$ cat config.mk
export PLATFORM = sky130hd
export DESIGN_NAME = bp_train_queue
export DESIGN_NICKNAME = d
export VERILOG_FILES = /design/src/rtl/bp_train_queue.sv
export SDC_FILE = /design/constraint.sdc
export NUM_CORES = 1
export LEC_CHECK = 0
export ABC_AREA = 1
export BUFFER_PORTS_ARGS = -buffer_cell sky130_fd_sc_hd__buf_2
export CORE_MARGIN = 2
export CORE_UTILIZATION = 45
export CTS_BUF_LIST = sky130_fd_sc_hd__clkbuf_4 sky130_fd_sc_hd__clkbuf_8
export DETAILED_ROUTE_END_ITERATION = 16
export HOLD_SLACK_MARGIN = 0.06
export PLACE_DENSITY = 0.61
export SETUP_SLACK_MARGIN = 0.5
export SLEW_MARGIN = 20
export SYNTH_ARGS = -nofsm -noshare
export SYNTH_HDL_FRONTEND = slang
export SYNTH_SLANG_ARGS = --single-unit
export TNS_END_PERCENT = 50
$ cat constraint.sdc
create_clock -name clk -period 7.3 [get_ports clk]
set_clock_uncertainty 0.15 [all_clocks]
set_input_delay 0.73 -clock clk [delete_from_list [all_inputs] [get_ports clk]]
set_output_delay 0.73 -clock clk [all_outputs]
set_load 0.01 [all_outputs]
$ cat src/rtl/bp_train_queue.sv
// Commit-side branch training FIFO: decouples predictor-update records from the
// predictor's training port and counts popped branches and mispredicts.
module bp_train_queue #(
  parameter int DEPTH = 8,
  parameter int PC_W  = 32
) (
  input  logic                     clk,
  input  logic                     rst,
  input  logic                     in_valid,
  output logic                     in_ready,
  input  logic [PC_W-1:0]          in_pc,
  input  logic [PC_W-1:0]          in_target,
  input  logic                     in_taken,
  input  logic                     in_is_cond,
  input  logic                     in_mispred,
  output logic                     out_valid,
  input  logic                     out_ready,
  output logic [PC_W-1:0]          out_pc,
  output logic [PC_W-1:0]          out_target,
  output logic                     out_taken,
  output logic                     out_is_cond,
  output logic                     out_mispred,
  output logic [$clog2(DEPTH):0]   count,
  output logic [31:0]              perf_br_cnt,
  output logic [31:0]              perf_mispred_cnt
);

  localparam int IDX_W = $clog2(DEPTH);
  localparam int PTR_W = IDX_W + 1;

  logic [PC_W-1:0]  pc_mem_r     [DEPTH];
  logic [PC_W-1:0]  target_mem_r [DEPTH];
  logic [DEPTH-1:0] taken_mem_r;
  logic [DEPTH-1:0] is_cond_mem_r;
  logic [DEPTH-1:0] mispred_mem_r;

  logic [PTR_W-1:0] head_r;
  logic [PTR_W-1:0] tail_r;
  logic [31:0]      perf_br_r;
  logic [31:0]      perf_mispred_r;

  logic [IDX_W-1:0] head_idx_s;
  logic [IDX_W-1:0] tail_idx_s;
  logic             empty_s;
  logic             full_s;
  logic             push_s;
  logic             pop_s;

  // Pointer MSB is the wrap bit: equal indices with differing wrap bits means full.
  assign head_idx_s = head_r[IDX_W-1:0];
  assign tail_idx_s = tail_r[IDX_W-1:0];
  assign empty_s    = (head_r == tail_r);
  assign full_s     = (head_idx_s == tail_idx_s) && (head_r[IDX_W] != tail_r[IDX_W]);
  assign push_s     = in_valid && !full_s;
  assign pop_s      = !empty_s && out_ready;

  assign in_ready         = !full_s;
  assign out_valid        = !empty_s;
  assign count            = tail_r - head_r;
  assign perf_br_cnt      = perf_br_r;
  assign perf_mispred_cnt = perf_mispred_r;

  assign out_pc      = pc_mem_r[head_idx_s];
  assign out_target  = target_mem_r[head_idx_s];
  assign out_taken   = taken_mem_r[head_idx_s];
  assign out_is_cond = is_cond_mem_r[head_idx_s];
  assign out_mispred = mispred_mem_r[head_idx_s];

  // Record storage; contents only matter where the pointers say they are live.
  always_ff @(posedge clk) begin
    if (push_s) begin
      pc_mem_r[tail_idx_s]      <= in_pc;
      target_mem_r[tail_idx_s]  <= in_target;
      taken_mem_r[tail_idx_s]   <= in_taken;
      is_cond_mem_r[tail_idx_s] <= in_is_cond;
      mispred_mem_r[tail_idx_s] <= in_mispred;
    end
  end

  // Pointers and wrapping performance counters; only reset clears the queue.
  always_ff @(posedge clk or posedge rst) begin
    if (rst) begin
      head_r         <= {PTR_W{1'b0}};
      tail_r         <= {PTR_W{1'b0}};
      perf_br_r      <= 32'd0;
      perf_mispred_r <= 32'd0;
    end else begin
      if (push_s) begin
        tail_r <= tail_r + PTR_W'(1);
      end
      if (pop_s) begin
        head_r    <= head_r + PTR_W'(1);
        perf_br_r <= perf_br_r + 32'd1;
        if (out_mispred) begin
          perf_mispred_r <= perf_mispred_r + 32'd1;
        end
      end
    end
  end

endmodule

==> results of run 1 <==
[registers in the layout, indices dropped and copies added (netlist names)]
signal	flops
head_r	4
is_cond_mem_r	8
mispred_mem_r	8
pc_mem_r	256
perf_br_cnt	32
perf_mispred_cnt	32
tail_r	4
taken_mem_r	8
target_mem_r	256
[stage by stage]
step / hold slack, ns / setup slack, ns
floorplan: 0.331 / 2.03
global placement: 0.346 / 2.50
detailed placement: 0.365 / 2.45
CTS: 0.106 / 2.40
global route: 0.138 / 2.16
finish: 0.168 / 2.51
[worst paths after layout]
check	startpoint	end	slack, ns	cells after the start
worst max-delay path	head_r[1]	pc_mem_r[5][16]	2.51	10
worst min-delay path	in_target[24]	target_mem_r[7][24]	0.17	1
worst max register to register	head_r[1]	pc_mem_r[5][16]	2.51	10
worst min register to register	perf_br_cnt[8]	perf_br_cnt[8]	0.37	1
max in group asynchronous	rst	head_r[0]	6.08	3
min in group asynchronous	rst	perf_mispred_cnt[22]	0.18	3
[worst max-delay path, cell delays in order, from the launching register on]
cell	delay (ns)
dfrtp_4	0.72
clkinv_2	0.70
ha_1	0.55
nand2_1	0.09
nor2_1	0.07
nand2_1	0.08
nand2_1	0.13
inv_1	0.15
nand2_1	0.20
nor2_4	0.87
buf_4	0.66
[layer usage]
| layer | vias up | wire (um) | share of wire | global-route usage |
|---|---|---|---|---|
| met5 | - | 76 | 0.0013 | 0 |
| met4 | 12 | 1220 | 0.020 | 0.0738 |
| met3 | 101 | 3660 | 0.061 | 0.0430 |
| met2 | 458 | 28800 | 0.48 | 0.336 |
| met1 | 8162 | 26200 | 0.44 | 0.278 |
| li1 | 7985 | - | - | - |
[final cells by class]
cell class              instances  share of cell area
clock buffers                 148              0.0611
clock inverters                28             0.00681
inverters                      65             0.00873
well taps                     748              0.0327
flip-flops and latches        608               0.625
multi-input cells            1372               0.222
repair buffers                225              0.0433
diodes                          2            0.000175
[kinds of logic after synthesis]
group	synth area share
compound gates	0.0868
xor+xnor	0.0147
fa+ha+maj	0.00430
buf+inv	0.0330
flops	0.715
simple gates	0.146
[cells in the mapped netlist]
cell / number
nor2_4: 4
buf_4: 11
nor2_2: 7
o22ai_1: 132
xnor2_1: 19
nand3b_1: 2
buf_6: 11
buf_2: 28
ha_1: 7
inv_2: 4
o21ai_0: 268
nor3_1: 6
nor2_8: 1
nor3_2: 1
inv_1: 59
nand4_1: 10
nor2_1: 339
nand2_1: 499
edfxtp_1: 536
fa_1: 1
nand3_2: 1
buf_1: 3
a21oi_1: 1
clkinv_2: 2
nand2_4: 2
clkbuf_1: 59
xor2_1: 23
nand3_1: 42
dfrtp_1: 72
and2_1: 1
nand2_2: 6
[power by group through the flow]
stage | clock network, uW | logic (uW) | registers (uW)
2_1_floorplan | 0 | 2510 | 4580
3_3_place_gp | 0 | 3720 | 4650
3_5_place_dp | 0 | 3770 | 4670
4_1_cts | 2980 | 3790 | 4600
5_1_grt | 3120 | 4170 | 4650
6_report | 2900 | 3750 | 4600
==> flow_metrics.py, run 1 <==
metrics = {
    "cts": {
        "cts_tree": "done",
        "cts_buffers": 98,
        "htreeDepth": 3,
        "clockRootBuffer": "clkbuf_8",
        "clock_sinks": 608,
        "clk_pin_slew_ns": 0.06,
        "post-cts-setup-buffers": 0,
        "ctsHoldBuffers": 0,
        "clk_path_buf_depth": 3,
        "cts_resized": 0,
        "insertion_delay_ns": 0.68,
    },
    "timing": {
        "tns_ns": 0,
        "rsz0062_at_grt": "false",
        "setup_viol": 0,
        "slew_violations": 0,
        "layout_worst_path_cycle_share": 0.656,
        "fin_crit_ns": 4.79,
        "max_freq_mhz": 209,
        "hold_violations": 0,
        "slew_headroom": 0.278,
        "worst_pin_slew_ns": 1.08,
    },
    "power": {
        "p_int_uw": 7050,
        "ir_drop_v": 0.000351,
        "p_sw_uw": 4210,
        "clkPwrFrac": 0.258,
        "p_leak_uw": 0.0107,
        "power_density_nw_per_um2": 393,
        "p_total_uw": 11300,
        "pwr-share-comb": 0.333,
        "p_sw_frac": 0.374,
        "seqPwrFrac": 0.409,
    },
    "final_layout": {
        "fill_cells": 4846,
        "final_util": 0.520,
        "area.growth.synth_to_final_pct": 14.5,
        "drive_gt1_frac": 0.176,
        "nets": 2449,
        "multiInputGateArea_sq_um": 6370,
        "layout_common_cells": "edfxtp_1 (536), nand2_1 (499), nor2_1 (332)",
        "final_cells": 3196,
        "layout_commonest_cell": "edfxtp_1",
        "seq_area_sq_um": 17900,
        "final_cell_area_sq_um": 28700,
    },
    "floorplanning": {
        "die_area_sq_um": 57500,
        "row_count": 86,
        "io_pins": 208,
        "initial_core_util": 0.454,
        "die_w_um": 240,
        "die_h_um": 240,
        "core-area_sq_um": 55100,
    },
    "worst_setup_path": {
        "path_max_fanout": 52,
        "path_class": "register to register",
        "worst_ep_arrival_time_ns": 4.93,
        "start_kind": "register",
        "critPathCaptureType": "register",
        "worstPathRequired_ns": 7.45,
    },
    "drt": {
        "num_vias": 16700,
        "post_drt_wl_per_cell_um": 18.8,
        "drc": 0,
        "drt-total-wl_um": 60000,
        "viasPerCell": 5.23,
        "drtPass1Iterations": 5,
        "drtIter0Drc": 1281,
        "ant_nets": 0,
    },
    "run_status": {
        "status": "finished clean",
    },
    "global_routing": {
        "first_global_vias": 16400,
        "grt-ovfl-total": 0,
        "grt_pass1_wl_um": 92100,
        "grt_max_degree": 186,
        "track_usage": 0.208,
        "antenna_found_initial": 7,
    },
    "synth": {
        "ys_seq_area_frac": 0.715,
        "synthesis.nets": 2236,
        "syn_avg_cell_area_sq_um": 11.6,
        "mappedNetlistArea_sq_um": 25000,
        "yosys.area.top_type": "edfxtp_1",
        "ys_ff_latch": 608,
        "synth.distinct_cells": 31,
        "yosysWarnings": 0,
        "synth_top_area_share": 0.643,
        "yosys-top-cells-area": "edfxtp_1 (64%), nand2_1 (7.5%), dfrtp_1 (7.2%)",
        "netlist_instances": 2157,
    },
    "placement": {
        "dpl.cell_count": 3016,
        "port_buffers": 207,
        "place_congestion": 0.871,
        "dpl_cell_area_sq_um": 26600,
        "dp_hpwl_um": 33100,
    },
    "worst_hold_path": {
        "hold_class": "primary input to register",
    },
    "job": {
        "maxCapViolCount": 0,
    },
}
(Power assumes the default switching activity.)
==> run 2, diff against run 1 <==
PLACE_DENSITY = 0.59   (was 0.61)
clock period = 4.9 ns   (was 7.3 ns; I/O delays follow)
==> run 2 against run 1 <==
Effect of this change:
- die area unchanged
- count of clock-buffer cells in the layout down 9
- first-iteration DRC count up 6.7%
- global-route usage up 0.84 points
- critical endpoint is now out_target[13]
==> flow_metrics.py, run 2 (synthesized netlist as in run 1, its figures left out) <==
metrics = {
    "global_routing": {
        "grt_pass1_wl_um": 94800,
        "grt_max_degree": 135,
        "use_met3": 0.0482,
        "antenna_found_initial": 6,
        "first_global_vias": 16800,
        "track_usage": 0.216,
        "grtUsageMet2": 0.357,
        "gr-usage-met1": 0.284,
        "grt.busiest_layer": "met2",
        "grt-ovfl-total": 0,
    },
    "final_layout": {
        "nets": 2536,
        "layout_common_cells": "edfxtp_1 (536), nand2_1 (499), nor2_1 (332)",
        "final_cells": 3291,
        "layout_commonest_cell": "edfxtp_1",
        "final_cell_area_sq_um": 29500,
        "seq_area_sq_um": 17900,
        "area.growth.synth_to_final_pct": 17.8,
        "multiInputGateArea_sq_um": 6370,
        "reg_top3": "pc_mem_r (256), target_mem_r (256)",
        "fill_cells": 4912,
        "drive_gt1_frac": 0.171,
    },
    "placement": {
        "dpl_cell_area_sq_um": 26800,
        "place_ws_ns": 1.46,
        "dp_hpwl_um": 33500,
        "port_buffers": 207,
        "place_congestion": 0.863,
        "dpl.cell_count": 3032,
    },
    "timing": {
        "fin_ws_ns": 0.756,
        "max_freq_mhz": 241,
        "setup_viol": 0,
        "slew_headroom": 0.300,
        "tns_ns": 0,
        "rsz0062_at_grt": "false",
        "fin_crit_ns": 4.14,
        "worst_pin_slew_ns": 1.05,
        "hold_violations": 0,
        "slew_violations": 0,
        "layout_worst_path_cycle_share": 0.846,
    },
    "worst_setup_path": {
        "path_max_fanout": 134,
        "critPathCaptureType": "output pin",
        "crit_chain": "buf_4, bufinv_8, buf_4, o21ai_0, o22ai_1, nand2_1, nand2_1, buf_2",
        "rr_startpoint": "head_r[0]",
        "cp_slowest_cell": "bufinv_8",
        "path_class": "register to output pin",
        "worstPathRequired_ns": 4.26,
        "critPathLaunch": "head_r[0]",
        "critical_path_buf_inv_count": 4,
        "start_kind": "register",
        "cpPeakStageDelay_ns": 0.76,
        "critical_path.top_delay_family": "buffers and inverters",
        "worst_ep_arrival_time_ns": 3.50,
    },
    "cts": {
        "insertion_delay_ns": 0.69,
        "clk_pin_slew_ns": 0.06,
        "clk_path_buf_depth": 3,
        "cts_tree": "done",
        "htreeDepth": 3,
        "clockRootBuffer": "clkbuf_8",
        "clock_sinks": 608,
        "cts_buffers": 102,
    },
    "floorplanning": {
        "row_count": 86,
        "initial_core_util": 0.454,
        "die_h_um": 240,
        "core-area_sq_um": 55100,
        "die_area_sq_um": 57500,
        "die_w_um": 240,
        "io_pins": 208,
    },
    "drt": {
        "drc": 0,
        "num_vias": 17200,
        "ant_nets": 0,
        "post_drt_wl_per_cell_um": 18.9,
        "drt-total-wl_um": 62100,
        "viasPerCell": 5.22,
        "drtIter0Drc": 1367,
        "drtPass1Iterations": 5,
    },
    "job": {
        "maxCapViolCount": 0,
    },
    "power": {
        "p_total_uw": 17000,
        "p_leak_uw": 0.0111,
        "ir_drop_v": 0.000373,
        "power_density_nw_per_um2": 577,
    },
    "worst_hold_path": {
        "min_from": "out_ready",
        "hold_class": "primary input to register",
    },
    "run_status": {
        "status": "finished clean",
    },
}
[run 2: cell types whose count changed in the layout (fill, tap and decap cells not counted), moves of 2 or more]
| cell | delta |
|---|---|
| diode_2 | +2 |
| clkinv_2 | -4 |
| clkbuf_4 | -16 |
| clkinv_1 | +21 |
| dlygate4sd3_1 | +69 |
| clkbuf_8 | +7 |
| buf_4 | +18 |
| buf_16 | -2 |
[run 2: worst paths after layout]
kind                                         to  slack, ns  cells past startpoint
max                              out_target[13]       0.76                      8
min                              perf_br_cnt[5]       0.13                      4
max reg2reg                 perf_mispred_cnt[1]       1.63                     10
min reg2reg                     perf_br_cnt[19]       0.37                      1
max in group asynchronous       perf_br_cnt[25]       3.37                      4
min in group asynchronous  perf_mispred_cnt[26]       0.37                      3
[run 2: metal layers]
metal,wire length [um],up-vias
li1,-,8163
met1,27000,8489
met2,30100,439
met3,3840,87
met4,1170,4
met5,24,-
[run 2: timing repair]
action | CTS | global route
setup endpoints to repair | 0 | 3
setup buffers | 0 | 0
hold buffers | 69 | 0
endpoints found under the hold margin | 585 | 0
resized for setup | 0 | 1
[run 2: final cells by class]
cell class | instances | share of cell area
sequential | 608 | 0.607
clock buffer | 139 | 0.0585
clock inverter | 47 | 0.0101
timing repair buffer | 308 | 0.0671
antenna | 4 | 0.000339
multi-input combinational | 1372 | 0.216
inverter | 65 | 0.00883
tap | 748 | 0.0317
[run 2: stage by stage]
step,hold WS (ns),utilization
2_1_floorplan,0.331,-
3_3_place_gp,0.348,0.486
3_5_place_dp,0.357,0.486
4_1_cts,0.0811,0.535
5_1_grt,0.143,0.535
6_report,0.135,0.535
[run 2: where the power goes]
group	internal [uW]	switching [uW]
Clock	2440	1990
Sequential	6470	220
Combinational	1720	4150
[run 2: worst register-to-register path, delay by kind of cell (launching register included)]
family / cells / cell delay (ns)
DFF: 1 / 0.47
buffers and inverters: 2 / 1.14
and+or+nand+nor: 8 / 1.41
